==> src/rtl/ram_req_pkg.sv <==
// Shared types and helpers for the RAM request/response front end.
package ram_req_pkg;

    localparam int unsigned RSP_DEPTH = 2;

    // Occupancy of the response buffer, 0..RSP_DEPTH.
    typedef logic [1:0] occ_t;

    localparam occ_t OCC_EMPTY = 2'd0;
    localparam occ_t OCC_ONE   = 2'd1;
    localparam occ_t OCC_FULL  = 2'd2;

    // True when a new read can be accepted without risking a buffer overflow:
    // the entries already stored plus the read still in flight, minus the
    // entry leaving this cycle, must leave at least one free slot.
    function automatic logic has_room(input occ_t occ, input logic inflight, input logic pop);
        logic [2:0] pending;
        pending = {1'b0, occ} + {2'b00, inflight} - {2'b00, pop};
        return (pending < 3'(RSP_DEPTH));
    endfunction

endpackage

==> src/rtl/ram_rsp_buffer.sv <==
// Two-entry response FIFO. Entry 0 is always the head, so the head output is
// a plain register and a push/pop at occupancy 1 lands the new entry as head.
module ram_rsp_buffer
    import ram_req_pkg::*;
#(
    parameter int unsigned W = 8
) (
    input  logic         clk_i,
    input  logic         rst_ni,
    input  logic         push_i,
    input  logic [W-1:0] push_data_i,
    input  logic         pop_i,
    output occ_t         occ_o,
    output logic [W-1:0] head_o
);

    occ_t         occ_q, occ_d;
    logic [W-1:0] e0_q, e0_d;
    logic [W-1:0] e1_q, e1_d;

    // Next-state of the shift-style storage for every push/pop combination.
    always_comb begin
        occ_d = occ_q;
        e0_d  = e0_q;
        e1_d  = e1_q;
        case ({push_i, pop_i})
            2'b10: begin
                if (occ_q == OCC_EMPTY) begin
                    e0_d  = push_data_i;
                    occ_d = OCC_ONE;
                end else if (occ_q == OCC_ONE) begin
                    e1_d  = push_data_i;
                    occ_d = OCC_FULL;
                end else begin
                    occ_d = occ_q;
                end
            end
            2'b01: begin
                if (occ_q == OCC_FULL) begin
                    e0_d  = e1_q;
                    occ_d = OCC_ONE;
                end else if (occ_q == OCC_ONE) begin
                    occ_d = OCC_EMPTY;
                end else begin
                    occ_d = occ_q;
                end
            end
            2'b11: begin
                if (occ_q == OCC_FULL) begin
                    e0_d = e1_q;
                    e1_d = push_data_i;
                end else if (occ_q == OCC_ONE) begin
                    e0_d = push_data_i;
                end else begin
                    e0_d  = push_data_i;
                    occ_d = OCC_ONE;
                end
            end
            default: begin
                occ_d = occ_q;
            end
        endcase
    end

    // Storage and occupancy registers; reset empties the buffer and clears data.
    always_ff @(posedge clk_i or negedge rst_ni) begin
        if (!rst_ni) begin
            occ_q <= OCC_EMPTY;
            e0_q  <= '0;
            e1_q  <= '0;
        end else begin
            occ_q <= occ_d;
            e0_q  <= e0_d;
            e1_q  <= e1_d;
        end
    end

    assign occ_o  = occ_q;
    assign head_o = e0_q;

    ram_rsp_buffer_chk u_chk (
        .clk_i  (clk_i),
        .rst_ni (rst_ni),
        .push_i (push_i),
        .pop_i  (pop_i),
        .occ_i  (occ_q)
    );

endmodule

==> src/rtl/ram_rsp_buffer_chk.sv <==
// Protocol checks for the two-entry response buffer.
module ram_rsp_buffer_chk
    import ram_req_pkg::*;
(
    input logic clk_i,
    input logic rst_ni,
    input logic push_i,
    input logic pop_i,
    input occ_t occ_i
);

    // A push into a full buffer without a simultaneous pop would lose data.
    a_no_overflow: assert property (@(posedge clk_i) disable iff (!rst_ni)
        !(push_i && !pop_i && (occ_i == OCC_FULL)))
        else $error("ram_rsp_buffer overflow");

    // A pop is only legal when the buffer holds an entry.
    a_no_underflow: assert property (@(posedge clk_i) disable iff (!rst_ni)
        !(pop_i && (occ_i == OCC_EMPTY)))
        else $error("ram_rsp_buffer underflow");

    // Occupancy never exceeds the buffer depth.
    a_occ_range: assert property (@(posedge clk_i) disable iff (!rst_ni)
        (occ_i <= OCC_FULL))
        else $error("ram_rsp_buffer occupancy out of range");

endmodule

==> src/rtl/ram_req_ctrl.sv <==
// Request/response front end for a single-port block RAM with one cycle of
// read latency. Requests drive the RAM combinationally; read data returning
// one cycle later is captured into a two-entry buffer so a stalled consumer
// never loses a result.
// Optional feature: RAM_REQ_CTRL_RANGE_CHECK_EN drops writes to addresses
// >= DEPTH and answers such reads with data 0 and rsp_err_o=1.
module ram_req_ctrl
    import ram_req_pkg::*;
#(
    parameter  int unsigned SIZE  = 8,
    parameter  int unsigned DEPTH = 256,
    localparam int unsigned AW    = $clog2(DEPTH)
) (
    input  logic            clk_i,
    input  logic            rst_ni,
    input  logic            req_valid_i,
    output logic            req_ready_o,
    input  logic            req_write_i,
    input  logic [AW-1:0]   req_address_i,
    input  logic [SIZE-1:0] req_wdata_i,
    output logic            rsp_valid_o,
    input  logic            rsp_ready_i,
    output logic [SIZE-1:0] rsp_data_o,
    output logic            rsp_err_o,
    output logic [AW-1:0]   ram_address_o,
    output logic [SIZE-1:0] ram_write_data_o,
    output logic            ram_write_en_o,
    input  logic [SIZE-1:0] ram_read_data_i
);

`ifdef RAM_REQ_CTRL_RANGE_CHECK_EN
    typedef struct packed {
        logic [SIZE-1:0] data;
        logic            err;
    } rsp_entry_t;

    localparam logic [AW:0] DEPTH_L = DEPTH[AW:0];

    logic in_range_s;
    logic oor_q, oor_d;
`else
    typedef struct packed {
        logic [SIZE-1:0] data;
    } rsp_entry_t;
`endif

    localparam int unsigned EW = $bits(rsp_entry_t);

    logic       inflight_q, inflight_d;
    logic       accept_s;
    logic       pop_s;
    occ_t       occ_s;
    rsp_entry_t push_entry_s;
    rsp_entry_t head_entry_s;

    // Handshake, RAM drive and response-buffer push data for this cycle.
    always_comb begin
        rsp_valid_o      = (occ_s != OCC_EMPTY);
        pop_s            = rsp_valid_o && rsp_ready_i;
        req_ready_o      = rst_ni && has_room(occ_s, inflight_q, pop_s);
        accept_s         = req_valid_i && req_ready_o;
        ram_address_o    = req_address_i;
        ram_write_data_o = req_wdata_i;
        inflight_d       = accept_s && !req_write_i;
        push_entry_s     = '0;
`ifdef RAM_REQ_CTRL_RANGE_CHECK_EN
        in_range_s        = ({1'b0, req_address_i} < DEPTH_L);
        ram_write_en_o    = accept_s && req_write_i && in_range_s;
        oor_d             = inflight_d && !in_range_s;
        push_entry_s.data = oor_q ? '0 : ram_read_data_i;
        push_entry_s.err  = oor_q;
        rsp_data_o        = head_entry_s.data;
        rsp_err_o         = head_entry_s.err;
`else
        ram_write_en_o    = accept_s && req_write_i;
        push_entry_s.data = ram_read_data_i;
        rsp_data_o        = head_entry_s.data;
        rsp_err_o         = 1'b0;
`endif
    end

    // Tracks the read whose RAM data arrives next cycle; reset discards it.
    always_ff @(posedge clk_i or negedge rst_ni) begin
        if (!rst_ni) begin
            inflight_q <= 1'b0;
`ifdef RAM_REQ_CTRL_RANGE_CHECK_EN
            oor_q      <= 1'b0;
`endif
        end else begin
            inflight_q <= inflight_d;
`ifdef RAM_REQ_CTRL_RANGE_CHECK_EN
            oor_q      <= oor_d;
`endif
        end
    end

    ram_rsp_buffer #(
        .W (EW)
    ) u_rsp_buffer (
        .clk_i       (clk_i),
        .rst_ni      (rst_ni),
        .push_i      (inflight_q),
        .push_data_i (push_entry_s),
        .pop_i       (pop_s),
        .occ_o       (occ_s),
        .head_o      (head_entry_s)
    );

endmodule
==> config.mk <==
export PLATFORM = sky130hd
export DESIGN_NAME = ram_req_ctrl
export DESIGN_NICKNAME = d
export VERILOG_FILES = /design/src/rtl/ram_req_pkg.sv /design/src/rtl/ram_rsp_buffer.sv /design/src/rtl/ram_rsp_buffer_chk.sv /design/src/rtl/ram_req_ctrl.sv
export SDC_FILE = /design/constraint.sdc
export NUM_CORES = 1
export LEC_CHECK = 0
export BUFFER_PORTS_ARGS = -buffer_cell sky130_fd_sc_hd__buf_2
export CORE_ASPECT_RATIO = 1.5
export CORE_MARGIN = 2
export CORE_UTILIZATION = 40
export DETAILED_ROUTE_END_ITERATION = 10
export MAX_ROUTING_LAYER = met4
export PLACE_DENSITY = 0.75
export SLEW_MARGIN = 40
export SYNTH_ARGS = -nofsm -noshare
export SYNTH_HDL_FRONTEND = slang
export SYNTH_SLANG_ARGS = --single-unit
export TNS_END_PERCENT = 50
==> constraint.sdc <==
create_clock -name clk_i -period 1.8 [get_ports clk_i]
set_input_delay 0.18 -clock clk_i [delete_from_list [all_inputs] [get_ports clk_i]]
set_output_delay 0.18 -clock clk_i [all_outputs]
set_load 0.02 [all_outputs]
# After elaboration in Yosys (flattened, before gate mapping)
# Cells that the tools add are included.
[op_classes] n_mux=15 n_eq_ne=14 order_cmp=1 addsub=2 reduce_logical=13
[ops] operator="8-bit 2-to-1 mux" count=6
[ops] operator="8-bit case mux with 3 select lines" count=1
[ops] operator="8-bit case mux with 2 select lines" count=1
[ops] operator="2-bit 2-to-1 mux" count=6
[ops] operator="2-bit by 1-bit != test with 1-bit output (second input constant)" count=4
[ops] operator="2-bit equality test (second input constant)" count=3
[ops] operator="2-bit != test (second input constant)" count=3
[ops] operator="3-bit by 1-bit != test with 1-bit output (second input constant)" count=2
[ops] operator="2-bit case mux with 3 select lines" count=1
[ops] operator="1-bit logical AND" count=5
[ops] operator="5-bit AND reduction" count=1
[ops] operator="2-bit by 1-bit equality test with 1-bit output (second input constant)" count=2
[ops] operator="4-bit AND reduction" count=1
[ops] operator="2-bit nonzero test" count=2
[ops] operator="2-bit by 1-bit adder with 3-bit output" count=1
[ops] operator="3-bit by 2-bit < comparator with 1-bit output (second input constant)" count=1
[ops] operator="3-bit AND reduction" count=1
[ops] operator="3-bit nonzero test" count=1
[ops] operator="3-bit by 1-bit subtractor with 3-bit output" count=1
[ops] operator="2-bit logical NOT" count=1
[ops] operator="1-bit logical NOT" count=1
[word_totals] wordCells=49 ff_bits=19 inputBits=29 out_inout_bits=28

# Logic depth before layout (Yosys ltp)
# Gate-level depths: netlist (run 1).
[logic_depth] word_depth=7 mapped_depth=8 mapped_depth_nobuf=7

# By module
# Synthesis (run 1) repeated with hierarchy kept, for this count alone.
[unflattened] hier_cells=109 hier_area_um2=1181.1
[modules_own_cells] mod="ram_rsp_buffer" instances=1 area_each_um2=929.6 cells_each=78 seq_area_each_um2=450.4
[modules_own_cells] mod="ram_req_ctrl" instances=1 area_each_um2=251.5 cells_each=31 seq_area_each_um2=25.0

# Worst setup path before layout (run 1)
# Ideal clock, no wire load.
[synth_timing] path_kind="reg-to-output" start="register u_rsp_buffer.occ_q[1] (netlist: u_rsp_buffer.occ_o[1])" end="output ram_write_en_o" t_arrival_ns=2.049 path_buffers=1 path_slack_ns=-0.429 stages_incl_launch_ff=8 required_time_ns=1.620 path_cell_list="dfrtp_1 -> buf_2 -> and3b_1 -> o21ai_0 -> fa_1 -> xnor2_1 -> and3_1 -> and3_1"
[synth_via] elab_chain_len=7 elab_cells_between_ends=8 classes_between="add/sub (2); order compare (1); reduce/logical (5)"
[synth_lines] element="start: declaration" line_no="ram_rsp_buffer.sv:17" rtl="occ_t occ_q, occ_d;"
[synth_lines] element="start signal: assignment" line_no="ram_rsp_buffer.sv:68" rtl="occ_q <= OCC_EMPTY;"
[synth_lines] element="start signal: assignment" line_no="ram_rsp_buffer.sv:72" rtl="occ_q <= occ_d;"
[synth_lines] element="branches (longest 2 deep; another with 2-bit by 1-bit adder with 3-bit output)"
[synth_lines] element="3-bit by 1-bit subtractor with 3-bit output (*)" line_no="ram_req_pkg.sv:18" rtl="pending = {1'b0, occ} + {2'b00, inflight} - {2'b00, pop};"
[synth_lines] element="3-bit by 2-bit < comparator with 1-bit output (*)" line_no="ram_req_pkg.sv:19" rtl="return (pending < 3'(RSP_DEPTH));"
[synth_lines] element="1-bit logical AND (*)" line_no="ram_req_ctrl.sv:60" rtl="req_ready_o = rst_ni && has_room(occ_s, inflight_q, pop_s);"
[synth_lines] element="via req_ready_o" line_no="ram_req_ctrl.sv:17" rtl="output logic req_ready_o,"
[synth_lines] element="1-bit logical AND (*)" line_no="ram_req_ctrl.sv:61" rtl="accept_s = req_valid_i && req_ready_o;"
[synth_lines] element="1-bit logical AND (*)" line_no="ram_req_ctrl.sv:75" rtl="ram_write_en_o = accept_s && req_write_i;"
[synth_lines] element="end: declaration" line_no="ram_req_ctrl.sv:27" rtl="output logic ram_write_en_o,"
# Mark *: on every way through the listed nets, which the timed path passes.

# Worst setup path in the final report (run 1)
[layout_timing] start="register u_rsp_buffer.occ_q[0] (netlist: u_rsp_buffer.occ_o[0])" end="output ram_write_en_o"
[layout_via] elab_chain_len=7 elab_cells_between_ends=8 classes_between="add/sub (2); order compare (1); reduce/logical (5)"
[layout_lines] element="branches (longest 2 deep; another with 2-bit by 1-bit adder with 3-bit output)"
[layout_lines] element="3-bit by 1-bit subtractor with 3-bit output (*)" line_no="ram_req_pkg.sv:18"
[layout_lines] element="3-bit by 2-bit < comparator with 1-bit output (*)" line_no="ram_req_pkg.sv:19"
[layout_lines] element="1-bit logical AND (*)" line_no="ram_req_ctrl.sv:60"
[layout_lines] element="1-bit logical AND (*)" line_no="ram_req_ctrl.sv:61"
[layout_lines] element="1-bit logical AND (*)" line_no="ram_req_ctrl.sv:75"
# Mark *: on every way between the ends.

==> impl_metrics.tcl, run 1 <==
set metrics [dict create \
    status "finished, violations left" \
    violations "negative setup slack" \
    postSynth.asyncResetShare_pct 100 \
    h-tree-depth 1 \
    fill_cells 234 \
    grt_max_degree 20 \
    cts_buffer_depth 2 \
    syn_avg_cell_area_um2 10.4 \
    ir_worst_vdd_v 0.000604 \
    r2r-end "u_rsp_buffer.e1_q[5]$_DFFE_PN0P_" \
    hold_slack_ps 170 \
    clkSinkCount 19 \
    period_minus_slack_ps 2140 \
    synth_top_area_share_pct 42.4 \
    start_kind "flip-flop" \
    cp_max_fo 3 \
    vias 870 \
    final_common_cell "buf_2" \
    drv_cap 0 \
    power.density_nw_per_um2 1300 \
    hpwl_um 1760 \
    endpoint_kind "output pin" \
    wirelength_um 2280 \
    areaGrowthSynthToFinish_pct 16.2 \
    fin_crit_sh_pct 119 \
    dieArea_um2 3250 \
    diodes 0 \
    synth_area_leaders "dfrtp_1 42%, buf_4 12%, mux2_2 8.0%, a211oi_1 5.4%, a31oi_1 4.5%" \
    drive_gt1_share_pct 45.2 \
    slowest_delay_ps 520 \
    finalSetupViolations 2 \
    grt_pass1_vias 850 \
    insertion_delay_ps 260 \
    postPlaceCellArea_um2 1220 \
    post-route-drc-count 0 \
    ys.flop_type "dfrtp_1" \
    netlist_area_um2 1120 \
    numPortBuffers 23 \
    ioPinCount 57 \
    p_int_mw 1.07 \
    power_leakage_nw 0.574 \
    synth_top_cell_by_area "dfrtp_1" \
    p_clk_share_pct 17.3 \
    min_from "ram_read_data_i[0]" \
    clockRootBuffer "clkbuf_8" \
    synth.distinct_cells 29 \
    worstPathArrival_ps 1960 \
    power.total_mw 1.70 \
    routed_via_density 5.34 \
    antenna_found_initial 0 \
    switching_share_pct 37.3 \
    dieHeight_um 68.8 \
    reg2reg_from "u_rsp_buffer.occ_o[0]$_DFFE_PN0P_" \
    firstDrtPassIters 4 \
    row_count 23 \
    grt_overflow 0 \
    worstPathCellList "and3b_2, buf_6, fa_2, and3_4, and3_4, buf_6" \
    critPathRequiredTime_ps 1620 \
    max_freq_mhz 466 \
    core_area_um2 2680 \
    p_sw_mw 0.633 \
    rsz0062_at_grt "yes" \
    drt-initial-drc-count 20 \
    routedWlPerCell_um 14.0 \
    place.gp.congestion 0.708 \
    timing_hold_violations_final 0 \
    min_to "u_rsp_buffer.e1_q[0]$_DFFE_PN0P_" \
    yosysWarnings 0 \
    holdPathStages 2 \
    fin_ws_ps -345 \
    pre_cts_ws_ps -134 \
    grt_usage_pct 17.6 \
    synth.yosys.seq_area_share_pct 42.4 \
    synth_edf_count 0 \
    antenna_left 0 \
    design_area_um2 1300 \
    min_path_type "primary input to flip-flop" \
    synth_fp_nets 138 \
    seqPwrFrac_pct 40.6 \
    r2r_slack_ps 150 \
    ys_seq_elements 19 \
    crit_type "flip-flop to output pin" \
    cp_slowest_cell "fa_2" \
    fin_nets 157 \
    grt_first_pass_wirelength_um 3910 \
    post-route-util_pct 48.7 \
    clkTransAtPathRegs_ps 70 \
    cts_buffers 3 \
    cts_tree "yes" \
    report.final.slew_viol_count 0 \
    die_x_um 47.2 \
    fin_skew_ps 3.35 \
    final_cell_mix "22 x buf_2, 19 x dfrtp_1, 11 x buf_4" \
    start_util_pct 41.9 \
    reg2reg_depth 5 \
    p_comb_share_pct 42.0 \
    syn_inst 108 \
]
[synth_stat cells, types with 2 or more instances]
master and number:
a211oi_1 8, a21oi_1 2, a31oi_1 8, and3_1 2, and3b_1 2, buf_2 3
buf_4 18, clkinv_1 2, dfrtp_1 19, mux2_2 8, nand3_1 8, o21ai_0 10
xnor2_1 2
[worst max-delay path by stage]
| stage | from | to | slack, ps | cells past startpoint |
|---|---|---|---|---|
| after floorplan | u_rsp_buffer.occ_o[0]$_DFFE_PN0P_ | ram_write_en_o | -170 | 6 |
| after global placement | u_rsp_buffer.occ_o[0]$_DFFE_PN0P_ | ram_write_en_o | -110 | 6 |
| after detailed placement | u_rsp_buffer.occ_o[0]$_DFFE_PN0P_ | ram_write_en_o | -130 | 6 |
| after CTS | u_rsp_buffer.occ_o[0]$_DFFE_PN0P_ | ram_write_en_o | -370 | 6 |
| after global routing | u_rsp_buffer.occ_o[0]$_DFFE_PN0P_ | ram_write_en_o | -420 | 6 |
| final | u_rsp_buffer.occ_o[0]$_DFFE_PN0P_ | ram_write_en_o | -340 | 6 |
[per-stage QoR]
stage	instances	setup TNS, ps
2_1_floorplan	108	-172
3_3_place_gp	156	-113
3_5_place_dp	156	-134
4_1_cts	163	-623
5_1_grt	163	-731
6_report	163	-573
[cell families after synthesis]
family / count (synthesis) / share of synthesized area [%]
buffers and inverters: 24 / 14.4
muxes: 9 / 9.37
other: 1 / 0.335
xor gates and xnor gates: 2 / 1.56
adders and majority gates: 1 / 1.79
and+or+nand+nor: 19 / 10.6
AOI/OAI and AO/OA: 33 / 19.5
DFF: 19 / 42.4
[layer usage]
layer	share of wire (%)	GRT usage (%)	routed length, µm
met1	39	20.3	885
met2	54	27.2	1230
met3	4.7	5.47	107
met4	2.2	8.33	51
met5	0	-	0
[sequential cells by signal, summed over array words and instances, names as in the netlist]
register	cells
inflight_q	1
u_rsp_buffer.occ_o	2
u_rsp_buffer.head_o	8
u_rsp_buffer.e1_q	8
[power groups by stage]
stage                     Clock (mW)  Sequential [mW]  Combinational, mW
after floorplan                    0            0.787              0.419
after global placement             0            0.685              0.672
after detailed placement           0            0.699              0.701
after CTS                      0.306            0.690              0.717
after global routing           0.325            0.706              0.791
final                          0.294            0.690              0.714
[worst max-delay path, delay by kind of cell (launching register included)]
kind / cells / cell delay [ps]
flops: 1 / 380
buf+inv: 2 / 230
simple gates: 3 / 580
fa+ha+maj: 1 / 520
[layout make-up]
type                       instances  area, µm²  area share, %
multi-input combinational         65        502           38.5
sequential                        19        475           36.5
timing repair buffer              36        225           17.3
tap                               37       46.3           3.55
clock buffer                       4       45.0           3.46
inverter                           2       8.76          0.672
[repair_timing]
action,CTS,global route
gates resized for setup,2,1
hold buffers,1,0
buffers inserted,2,0
pin swaps,2,2
endpoints found under the hold margin,19,0
setup endpoints to repair,2,2
(Power assumes the default switching activity.)
==> inputs of run 2 (changes only) <==
--- a/config.mk
+++ b/config.mk
@@ -9,10 +9,11 @@
 export CORE_ASPECT_RATIO = 1.5
 export CORE_MARGIN = 2
 export CORE_UTILIZATION = 40
+export CTS_CLUSTER_DIAMETER = 40
 export DETAILED_ROUTE_END_ITERATION = 10
 export MAX_ROUTING_LAYER = met4
 export PLACE_DENSITY = 0.75
-export SLEW_MARGIN = 40
+export SLEW_MARGIN = 20
 export SYNTH_ARGS = -nofsm -noshare
 export SYNTH_HDL_FRONTEND = slang
 export SYNTH_SLANG_ARGS = --single-unit
==> constraint.sdc (replaced) <==
create_clock -name clk_i -period 1.9 [get_ports clk_i]
set_input_delay 0.19 -clock clk_i [delete_from_list [all_inputs] [get_ports clk_i]]
set_output_delay 0.19 -clock clk_i [all_outputs]
set_load 0.02 [all_outputs]
==> impl_metrics.tcl, run 2 (synthesized netlist as in run 1, its figures left out) <==
set metrics [dict create \
    status "finished, violations left" \
    violations "negative setup slack" \
    vias 858 \
    p_int_mw 1.01 \
    worstPathArrival_ps 1970 \
    setup.worst_path.start "u_rsp_buffer.occ_o[0]$_DFFE_PN0P_" \
    dieArea_um2 3250 \
    start_util_pct 41.9 \
    holdPathStages 2 \
    hpwl_um 1730 \
    p_comb_share_pct 42.0 \
    power_leakage_nw 0.570 \
    place.gp.congestion 0.696 \
    cts_buffer_depth 2 \
    clkSinkCount 19 \
    timing_hold_violations_final 0 \
    diodes 0 \
    power.total_mw 1.61 \
    start_kind "flip-flop" \
    r2r-end "inflight_q$_DFF_PN0_" \
    core_area_um2 2680 \
    endpoint_kind "output pin" \
    postPlaceCellArea_um2 1210 \
    routedWlPerCell_um 13.8 \
    die_x_um 47.2 \
    r2r_slack_ps 250 \
    cp_max_fo 3 \
    post-route-drc-count 0 \
    fin_crit_sh_pct 114 \
    drive_gt1_share_pct 44.8 \
    drt-initial-drc-count 15 \
    switching_share_pct 37.3 \
    h-tree-depth 1 \
    pre_cts_ws_ps -46.3 \
    antenna_found_initial 0 \
    min_path_type "primary input to flip-flop" \
    p_clk_share_pct 17.3 \
    period_minus_slack_ps 2160 \
    routed_via_density 5.30 \
    final_cell_mix "22 x buf_2, 19 x dfrtp_1, 10 x buf_4" \
    fill_cells 240 \
    row_count 23 \
    reg2reg_depth 6 \
    reg2reg_from "u_rsp_buffer.occ_o[0]$_DFFE_PN0P_" \
    final_cells 162 \
    min_from "ram_read_data_i[4]" \
    ioPinCount 57 \
    critPathRequiredTime_ps 1710 \
    insertion_delay_ps 250 \
    post-route-util_pct 48.4 \
    seqPwrFrac_pct 40.8 \
    clockRootBuffer "clkbuf_8" \
    fin_ws_ps -264 \
    grt_first_pass_wirelength_um 3640 \
    clkTransAtPathRegs_ps 70 \
    firstDrtPassIters 4 \
    slew_headroom_pct 59.9 \
    finalSetupViolations 2 \
    fin_skew_ps 1.63 \
    cts_buffers 3 \
    final_common_cell "buf_2" \
    grt_overflow 0 \
    dieHeight_um 68.8 \
    wirelength_um 2230 \
    max_freq_mhz 462 \
    areaGrowthSynthToFinish_pct 15.5 \
    antenna_left 0 \
    grt_max_degree 20 \
    grt_pass1_vias 794 \
    report.final.slew_viol_count 0 \
    fin_nets 156 \
    drv_cap 0 \
    p_sw_mw 0.598 \
    min_to "u_rsp_buffer.e1_q[4]$_DFFE_PN0P_" \
    crit_type "flip-flop to output pin" \
    rsz0062_at_grt "yes" \
    ir_worst_vdd_v 0.000529 \
    grt_usage_pct 16.2 \
    design_area_um2 1290 \
    power.density_nw_per_um2 1240 \
    tightest_slew_ps 600 \
    numPortBuffers 23 \
    cts_tree "yes" \
    dp_cells 155 \
]
[run 2: changes by cell type in the layout (fill, tap and decap cells not counted), sizes merged]
cell / change
buf: -1
[run 2: final cells by class]
| cell class | count | area [µm²] | area share, % |
|---|---|---|---|
| Inverter | 2 | 8.76 | 0.676 |
| Multi-Input combinational cell | 65 | 502 | 38.7 |
| Clock buffer | 4 | 45.0 | 3.48 |
| Sequential cell | 19 | 475 | 36.7 |
| Timing Repair Buffer | 35 | 218 | 16.8 |
| Tap cell | 37 | 46.3 | 3.57 |
[run 2: timing repair]
item                                   in CTS  in global routing
setup buffers                               2                  0
pin swaps                                   2                  2
setup endpoints to repair                   2                  2
resized for setup                           2                  1
endpoints found under the hold margin      19                  0
hold buffers                                1                  0
[run 2: how the worst max path moves through the flow]
| stage | cells past startpoint | slack (ps) | end |
|---|---|---|---|
| after global placement | 6 | -20 | ram_write_en_o |
| after CTS | 6 | -280 | ram_write_en_o |
| after detailed placement | 6 | -50 | ram_write_en_o |
| after floorplan | 6 | -80 | ram_write_en_o |
| after global routing | 6 | -340 | ram_write_en_o |
| final | 6 | -260 | ram_write_en_o |
[run 2: stage by stage]
stage | TNS (ps) | hold slack, ps
final | -413 | 181
after global routing | -551 | 181
after CTS | -435 | 177
after detailed placement | -46.3 | 179
after global placement | -22.7 | 175
after floorplan | -80.3 | -106
[run 2: layer usage]
metal	routed length, µm	vias up	global-route usage, %
met5	0	-	-
li1	-	410	-
met2	1220	28	26.0
met3	80	4	3.91
met4	46	0	8.33
met1	884	416	18.2
[run 2: critical path, cell delays in order (launching register included)]
cell and delay [ps]:
dfrtp_1 390, and3b_2 240, buf_6 120, fa_2 520, and3_4 170, and3_4 170, buf_6 110
[run 2: power groups by stage]
stage / combinational [mW] / clock, mW / sequential, mW
final: 0.674 / 0.277 / 0.654
after global routing: 0.743 / 0.298 / 0.673
after CTS: 0.674 / 0.285 / 0.654
after detailed placement: 0.658 / 0 / 0.663
after global placement: 0.634 / 0 / 0.648
after floorplan: 0.397 / 0 / 0.746
